==> src/rtl/inst_sram_axi_rd.sv <==
// inst_sram_axi_rd: takes one fetch request at a time, turns it into a single-beat AXI4 read, and returns the instruction word.
module inst_sram_axi_rd #(
  parameter logic [3:0] AXI_ID      = 4'd0,
  parameter bit         ERR_CHK_RID = 1'b1
) (
  input  logic        clk,
  input  logic        rstn,
  input  logic        req_en,
  input  logic [3:0]  req_we,
  input  logic [31:0] req_addr,
  input  logic [31:0] req_wdata,
  output logic        req_addr_ok,
  output logic        req_data_ok,
  output logic [31:0] req_rdata,
  output logic        req_err,
  input  logic        cancel,
  output logic [3:0]  arid,
  output logic [31:0] araddr,
  output logic [7:0]  arlen,
  output logic [2:0]  arsize,
  output logic [1:0]  arburst,
  output logic        arvalid,
  input  logic        arready,
  input  logic [3:0]  rid,
  input  logic [31:0] rdata,
  input  logic [1:0]  rresp,
  input  logic        rlast,
  input  logic        rvalid,
  output logic        rready
);
  typedef enum logic [1:0] {IDLE, AR, R} state_t;
  state_t      state_q, state_d;
  logic [31:0] araddr_q, araddr_d, rdata_q, rdata_d;
  logic        discard_q, discard_d, ok_q, ok_d, ill_q, ill_d, err_q, err_d;
  logic        legal, unused_ok;
  assign unused_ok = ^{req_wdata, rlast};
  assign legal = (req_we == 4'd0) && (req_addr[1:0] == 2'd0);
  always_comb begin
    state_d   = state_q;
    araddr_d  = araddr_q;
    rdata_d   = rdata_q;
    err_d     = err_q;
    discard_d = discard_q;
    ok_d      = 1'b0;
    ill_d     = 1'b0;
    case (state_q)
      IDLE: if (req_en) begin
        if (legal) begin
          araddr_d  = req_addr;
          discard_d = 1'b0;
          state_d   = AR;
        end else begin
          ok_d    = 1'b1;
          ill_d   = 1'b1;
          rdata_d = 32'd0;
          err_d   = 1'b1;
        end
      end
      AR: begin
        discard_d = discard_q | cancel;
        if (arready) state_d = R;
      end
      R: begin
        discard_d = discard_q | cancel;
        if (rvalid) begin
          rdata_d = rdata;
          err_d   = (rresp != 2'b00) | (ERR_CHK_RID & (rid != AXI_ID));
          ok_d    = ~(discard_q | cancel);
          state_d = IDLE;
        end
      end
      default: state_d = IDLE;
    endcase
  end
  always_ff @(posedge clk or negedge rstn) begin
    if (!rstn) begin
      state_q   <= IDLE;
      araddr_q  <= 32'd0;
      rdata_q   <= 32'd0;
      err_q     <= 1'b0;
      discard_q <= 1'b0;
      ok_q      <= 1'b0;
      ill_q     <= 1'b0;
    end else begin
      state_q   <= state_d;
      araddr_q  <= araddr_d;
      rdata_q   <= rdata_d;
      err_q     <= err_d;
      discard_q <= discard_d;
      ok_q      <= ok_d;
      ill_q     <= ill_d;
    end
  end
  // an illegal-request response is still withdrawable by a flush in its own cycle
  assign req_data_ok = ok_q & ~(ill_q & cancel);
  assign req_addr_ok = state_q == IDLE;
  assign req_rdata   = rdata_q;
  assign req_err     = err_q;
  assign arvalid     = state_q == AR;
  assign rready      = state_q == R;
  assign araddr      = araddr_q;
  assign arid        = AXI_ID;
  assign arlen       = 8'd0;
  assign arsize      = 3'b010;
  assign arburst     = 2'b01;
endmodule

==> config.mk <==
export PLATFORM = sky130hd
export DESIGN_NAME = inst_sram_axi_rd
export DESIGN_NICKNAME = d
export VERILOG_FILES = /design/src/rtl/inst_sram_axi_rd.sv
export SDC_FILE = /design/constraint.sdc
export NUM_CORES = 1
export LEC_CHECK = 0
export ABC_CLOCK_PERIOD_IN_PS = 2100
export CAP_MARGIN = 20
export CORE_MARGIN = 5
export CORE_UTILIZATION = 40
export CTS_CLUSTER_SIZE = 8
export DETAILED_ROUTE_END_ITERATION = 6
export DONT_BUFFER_PORTS = 1
export SLEW_MARGIN = 20
export SYNTH_ARGS = -nofsm -noshare
export SYNTH_HDL_FRONTEND = slang
export SYNTH_SLANG_ARGS = --single-unit
==> constraint.sdc <==
create_clock -name clk -period 2.1 [get_ports clk]
set_input_delay 0.42 -clock clk [delete_from_list [all_inputs] [get_ports clk]]
set_output_delay 0.42 -clock clk [all_outputs]
set_load 0.01 [all_outputs]
Word level (Yosys, flattened, before mapping)

Cells that the tools add are included.
Widths: inputs -> output; s select.

Flip-flop bits (word level): 70

Equality and inequality tests: 7
Muxes and demuxes: 21
Bitwise gates (word level): 6
Reduce and logical (&&, ||, !) cells: 13

Operators by type and width:

| kind               | number |
|---|---|
| $mux 32            | 3 |
| $pmux 32 s2        | 1 |
| $mux 1             | 9 |
| $mux 2             | 4 |
| $reduce_and 4->1   | 2 |
| $ne 2x2->1 const B | 3 |
| $pmux 1 s2         | 3 |
| $pmux 2 s3         | 1 |
| $reduce_and 3->1   | 2 |
| $reduce_bool 2->1  | 3 |
| $logic_not 2->1    | 2 |
| $logic_not 4->1    | 1 |
| $ne 2x1->1 const B | 2 |
| $reduce_bool 4->1  | 1 |
| $and 1x1->1        | 2 |
| $eq 2x1->1 const B | 1 |
| $eq 2x2->1 const B | 1 |
| $not 1->1          | 2 |
| $or 1x1->1         | 2 |
| $reduce_or 2->1    | 1 |
| $logic_and 1x1->1  | 1 |

Logic depth before layout (Yosys ltp)

Depth in word-level cells: 5
Depth in mapped cells: 9
Depth with buffers taken out: 6

Least setup slack after synthesis

OpenSTA, ideal clock, no wires.

Path type: register to register
Start: reg state_q[0]
End: reg err_q, in the netlist req_err
Setup time: 0.125 ns
Arrival time: 1.694 ns
Required time: 1.975 ns
Path slack: 0.281 ns
Cell stages (with the launch flop): 9
Clock period less this slack: 1.819 ns
Cells stage by stage: dfrtp_1 -> inv_1 -> ha_1 -> clkbuf_1 -> inv_1 -> o21ai_1 -> a211o_1 -> buf_4 -> mux2_2

Cells in the longest elaborated chain, start to end: 3
Elaborated cells between the ends (all ways): 8
Those cells by class: eq/ne (4); mux (1); reduce/logical (3)

Ends and longest elaborated chain:

| item                                                             | RTL line | RTL |
|---|---|---|
| start, declared                                                  | 32       | `state_t state_q, state_d;` |
| start signal, assigned                                           | 85       | `state_q <= state_d;` |
| $eq 2x2->1 (*)                                                   | --       |  |
| net rready                                                       | 29       | `output logic rready` |
| $ne 2x2->1 (no source line) or $reduce_bool 2->1 (tied branches) | --       |  |
| $reduce_and 4->1 (no source line)                                | --       |  |
| end signal, assigned                                             | 88       | `err_q <= err_d;` |
| end, declared                                                    | 34       | `logic discard_q, discard_d, ok_q, ok_d, ill_q, ill_d, err_q, err_d;` |

The timed path passes the listed nets; every way through them passes the cells marked *.
A chain may end at the register's enable or synchronous reset.

Final worst setup path

Start: reg state_q[0]
End: reg rdata_q[6], in the netlist req_rdata[6]

Cells in the longest elaborated chain, start to end: 3
Elaborated cells between the ends (all ways): 8
Those cells by class: eq/ne (4); mux (1); reduce/logical (3)

Ends and longest elaborated chain:

| item                                                             | RTL line | RTL |
|---|---|---|
| $eq 2x2->1 or $logic_not 2->1 (tied branches)                    | 46       | `case (state_q)` |
| $ne 2x2->1 (no source line) or $reduce_bool 2->1 (tied branches) | --       |  |
| $reduce_and 4->1 (no source line)                                | --       |  |
| end signal, assigned                                             | 87       | `rdata_q <= rdata_d;` |
| end, declared                                                    | 33       | `logic [31:0] araddr_q, araddr_d, rdata_q, rdata_d;` |

Several ways; a longest one is shown, not always the timed one.

==> metrics list <==
* Root buf cell: sky130_fd_sc_hd__clkbuf_8
- For the pin with the worst max-slew slack, the measured transition is 0.6001 ns.
- The floorplan step defined a die boundary enclosing 10,010 µm².
- Synth cell types: 30
* Number of flops mapped to enable cells by yosys: 0
- After detailed placement, the design holds a cell count of 357.
* Router iterations before antenna repair: 4
* Hold path cells: 1
* Main synth FF type: sky130_fd_sc_hd__dfrtp_1
- Data on the critical path arrives at its endpoint at 2.10 ns.
- Class of the most critical setup path: reg2reg
* Share of the synthesized area in the top cell type: 0.5401
* Total Neg Setup Slack: 0 ns
* Core area: 7807 µm²
- In this run the number of H-tree levels came out at 3.
- In the finished design, the share of the clock period the worst path needs comes to 0.8960.
* Max-cap check violation count: 0
* Vias per std cell: 4.760
- STA classifies the critical path startpoint as a flip-flop.
- TritonCTS built the clock tree.
- Critical Path Slowest Stage Cell: sky130_fd_sc_hd__a211o_2
* Synthesis-stage register bit count: 70
* Reg-to-Reg End: req_rdata[6]
* Last weighted congestion value of the routability-driven placer: 0.7425
* Antenna-violating nets left: 0
- Fraction of synthesis flops using an asynchronous set or reset pin: 1.000
- Grouping stages by cell kind, the critical path spends the most delay in compound AO/OA/AOI/OAI gates.
- Worst hold path class: in2reg
- Worst path required time: 2.32 ns
- The library cell used most frequently in the layout, excluding fill and tap cells, is sky130_fd_sc_hd__dfrtp_1.
- Post-synthesis adder-cell area fraction: 0.01543
- The die is 100.0 µm wide.
- Slew Limit Headroom: 0.5963
- After synthesis, the largest family of logic cells by area is multiplexers.
- The number of antenna diodes in the final layout is 0.
* GRT overflow: 0
* Number of buffers added by the clock tree synthesis step: 9
* Maximum clock skew at final layout: 0.01186 ns
- Final #Nets: 385
- Result of the run: completed
* Y dimension of the die: 100.0 µm
* Clock input transition at the sequential cells of the worst setup and hold paths: 0.07 ns
- In the synthesized netlist, the number of instances is 263.
- Sinks on Clock Net: 70
* Post-Synth Simple-Gate Area: 0.07176
- Dividing the synthesized area by the synthesized cell count gives 12.33 µm².
- The first global-routing pass estimated 10.20 mm of wire.
* Core Rows: 32
- Remaining routing DRC violations: 0
- 199 I/O pins were placed.
* Vias after detailed routing: 1,785
* End point of the worst hold path: ok_q
- The worst-case IR drop observed on VDD is 0.0005136 V.
* Violation count after the first detailed-routing iteration: 36
* Library cell with the largest summed area after synthesis: sky130_fd_sc_hd__dfrtp_1
- Ordered cell list for the critical path: inv_1, ha_1, nand2b_1, o21ai_1, a211o_2, buf_12, mux2i_1
* Post-CTS setup repair buffer count: 0
* Total Routing Usage GR: 0.1329
* Max Freq: 0.5314 GHz
- Number of pins with negative max-slew slack in the final report: 0
* Antenna violations before repair: 0
* Post-synthesis xor/xnor area fraction: 0
* Area fraction in compound gates after synthesis: 0.01929
- The worst path needs 1.882 ns of the cycle, external delays included.
- Routed wire length: 6.782 mm
- Entering global routing, the biggest net connects 71 pins.
- IO Port Bufs: 0
- R2R depth: 7
* Delay contributed by the slowest stage of the critical path: 0.44 ns
- Register-to-register setup slack: 0.22 ns
* Quantity of gates resized following cts: 0
* Layout cells sized above 1: 0.2125
* Critical path launch point: state_q[0]
* Startpoint of the tightest hold check path: cancel
- Number of global-route vias before repair: 1,926
- Setup violations remaining at the end of the flow were counted as 0.
- The portion of synthesized area spent on multiplexers is 0.2423.
* Cell leakage power: 1.761 nW
- Of all nets on the critical path, the largest fanout is 20.
* Synth Warn #: 0
- Area grow syn2layout: 7.716%
- Once layout is complete, the cells apart from fillers number 375.
- In this run the cell area of the synthesized design comes to 3243 µm².
- After legalization and detailed placement, the total HPWL measured 4.979 mm.
- In this run the number of cells on the critical path is 7.
* Crit Reg-Reg Startpoint: state_q[0]
* Largest buffer count on any clock path: 2
- In the post-synthesis netlist, the biggest area contributors are sky130_fd_sc_hd__dfrtp_1 54%, sky130_fd_sc_hd__mux2_4 13%, sky130_fd_sc_hd__mux2i_1 9.9%.
- Dividing the detail-routed wire length by the instance count gives 18.09 µm.
* Buffers & Inverters on Critical Path: 2
- For this design the ratio of total power to cell area is 1210 nW/µm².
- Worst slack on hold paths: 0.1921 ns
* Setup repair after global routing missed its margin: false
- In the layout the commonest cells are 70 x sky130_fd_sc_hd__dfrtp_1, 36 x sky130_fd_sc_hd__inv_1, 35 x sky130_fd_sc_hd__nand2_1.
* Worst-skew pair later-pin latency: 0.34 ns
* Sequential element share of the synthesized area: 0.5401
* Effective utilization at floorplan: 0.4154
- Hold Violations, Final: 0
* Setup crit end kind: flip-flop
[report_power, final]
group / switching, mW / internal, mW
clock network: 0.525 / 0.469
registers: 0.344 / 1.64
logic: 0.641 / 0.607
total: 1.51 / 2.72
[per-layer routing]
layer,routed length (µm),vias up,GRT usage
met4,129,0,0.05181
met3,633,9,0.06254
met5,0,-,0
met2,3550,77,0.2242
met1,2468,886,0.1451
li1,-,813,-
[repair_timing]
| item | CTS | global route |
|---|---|---|
| setup endpoints to repair | 0 | 0 |
| hold buffers | 2 | 0 |
| hold endpoints to repair | 70 | 0 |
[Yosys cell counts, types with 4 or more instances]
master / number
sky130_fd_sc_hd__buf_4: 18
sky130_fd_sc_hd__buf_6: 6
sky130_fd_sc_hd__clkbuf_1: 4
sky130_fd_sc_hd__dfrtp_1: 70
sky130_fd_sc_hd__ha_1: 4
sky130_fd_sc_hd__inv_1: 36
sky130_fd_sc_hd__mux2_2: 4
sky130_fd_sc_hd__mux2_4: 28
sky130_fd_sc_hd__mux2i_1: 32
sky130_fd_sc_hd__nand2_1: 35
sky130_fd_sc_hd__nor2_1: 4
[metrics by stage]
step	instance area (µm²)	util	setup slack, ns	power, mW
floorplan	3299	-	0.2813	3.023
global placement	3273	0.4192	0.2757	3.216
detailed placement	3273	0.4192	0.1941	3.262
CTS	3493	0.4474	0.1774	4.325
global route	3493	0.4474	0.04964	4.514
finish	3493	0.4474	0.2183	4.227
[cell type report]
class,count,area (µm²)
Sequential cell,70,1752
Clock inverter,6,45.04
Multi-Input combinational cell,144,1196
Fill cell,732,4314
Inverter,36,135.1
Clock buffer,10,137.6
Tap cell,102,127.6
Timing Repair Buffer,7,100.1
[logic make-up (layout without fill, tap and decap cells)]
family                   Yosys count  after routing
AND/OR/NAND/NOR                   50             50
AO/OA/AOI/OAI                      9              9
adder cells (fa/ha/maj)            4              4
other                              2             17
multiplexers                      64             64
buffers and inverters             64             59
flip-flops                        70             70
[flip-flops by register name (all words and copies together), names as in the netlist]
name / flops
araddr: 32
req_rdata: 32
state_q: 2
discard_q: 1
ill_q: 1
ok_q: 1
req_err: 1
[how the worst max path moves through the flow]
stage / endpoint / slack (ns)
after floorplan: req_err / 0.28
after global placement: req_rdata[31] / 0.28
after detailed placement: req_rdata[15] / 0.19
after CTS: req_rdata[15] / 0.18
after global routing: req_rdata[15] / 0.05
final: req_rdata[6] / 0.22
No activity file was read; power rests on OpenSTA's default activity.
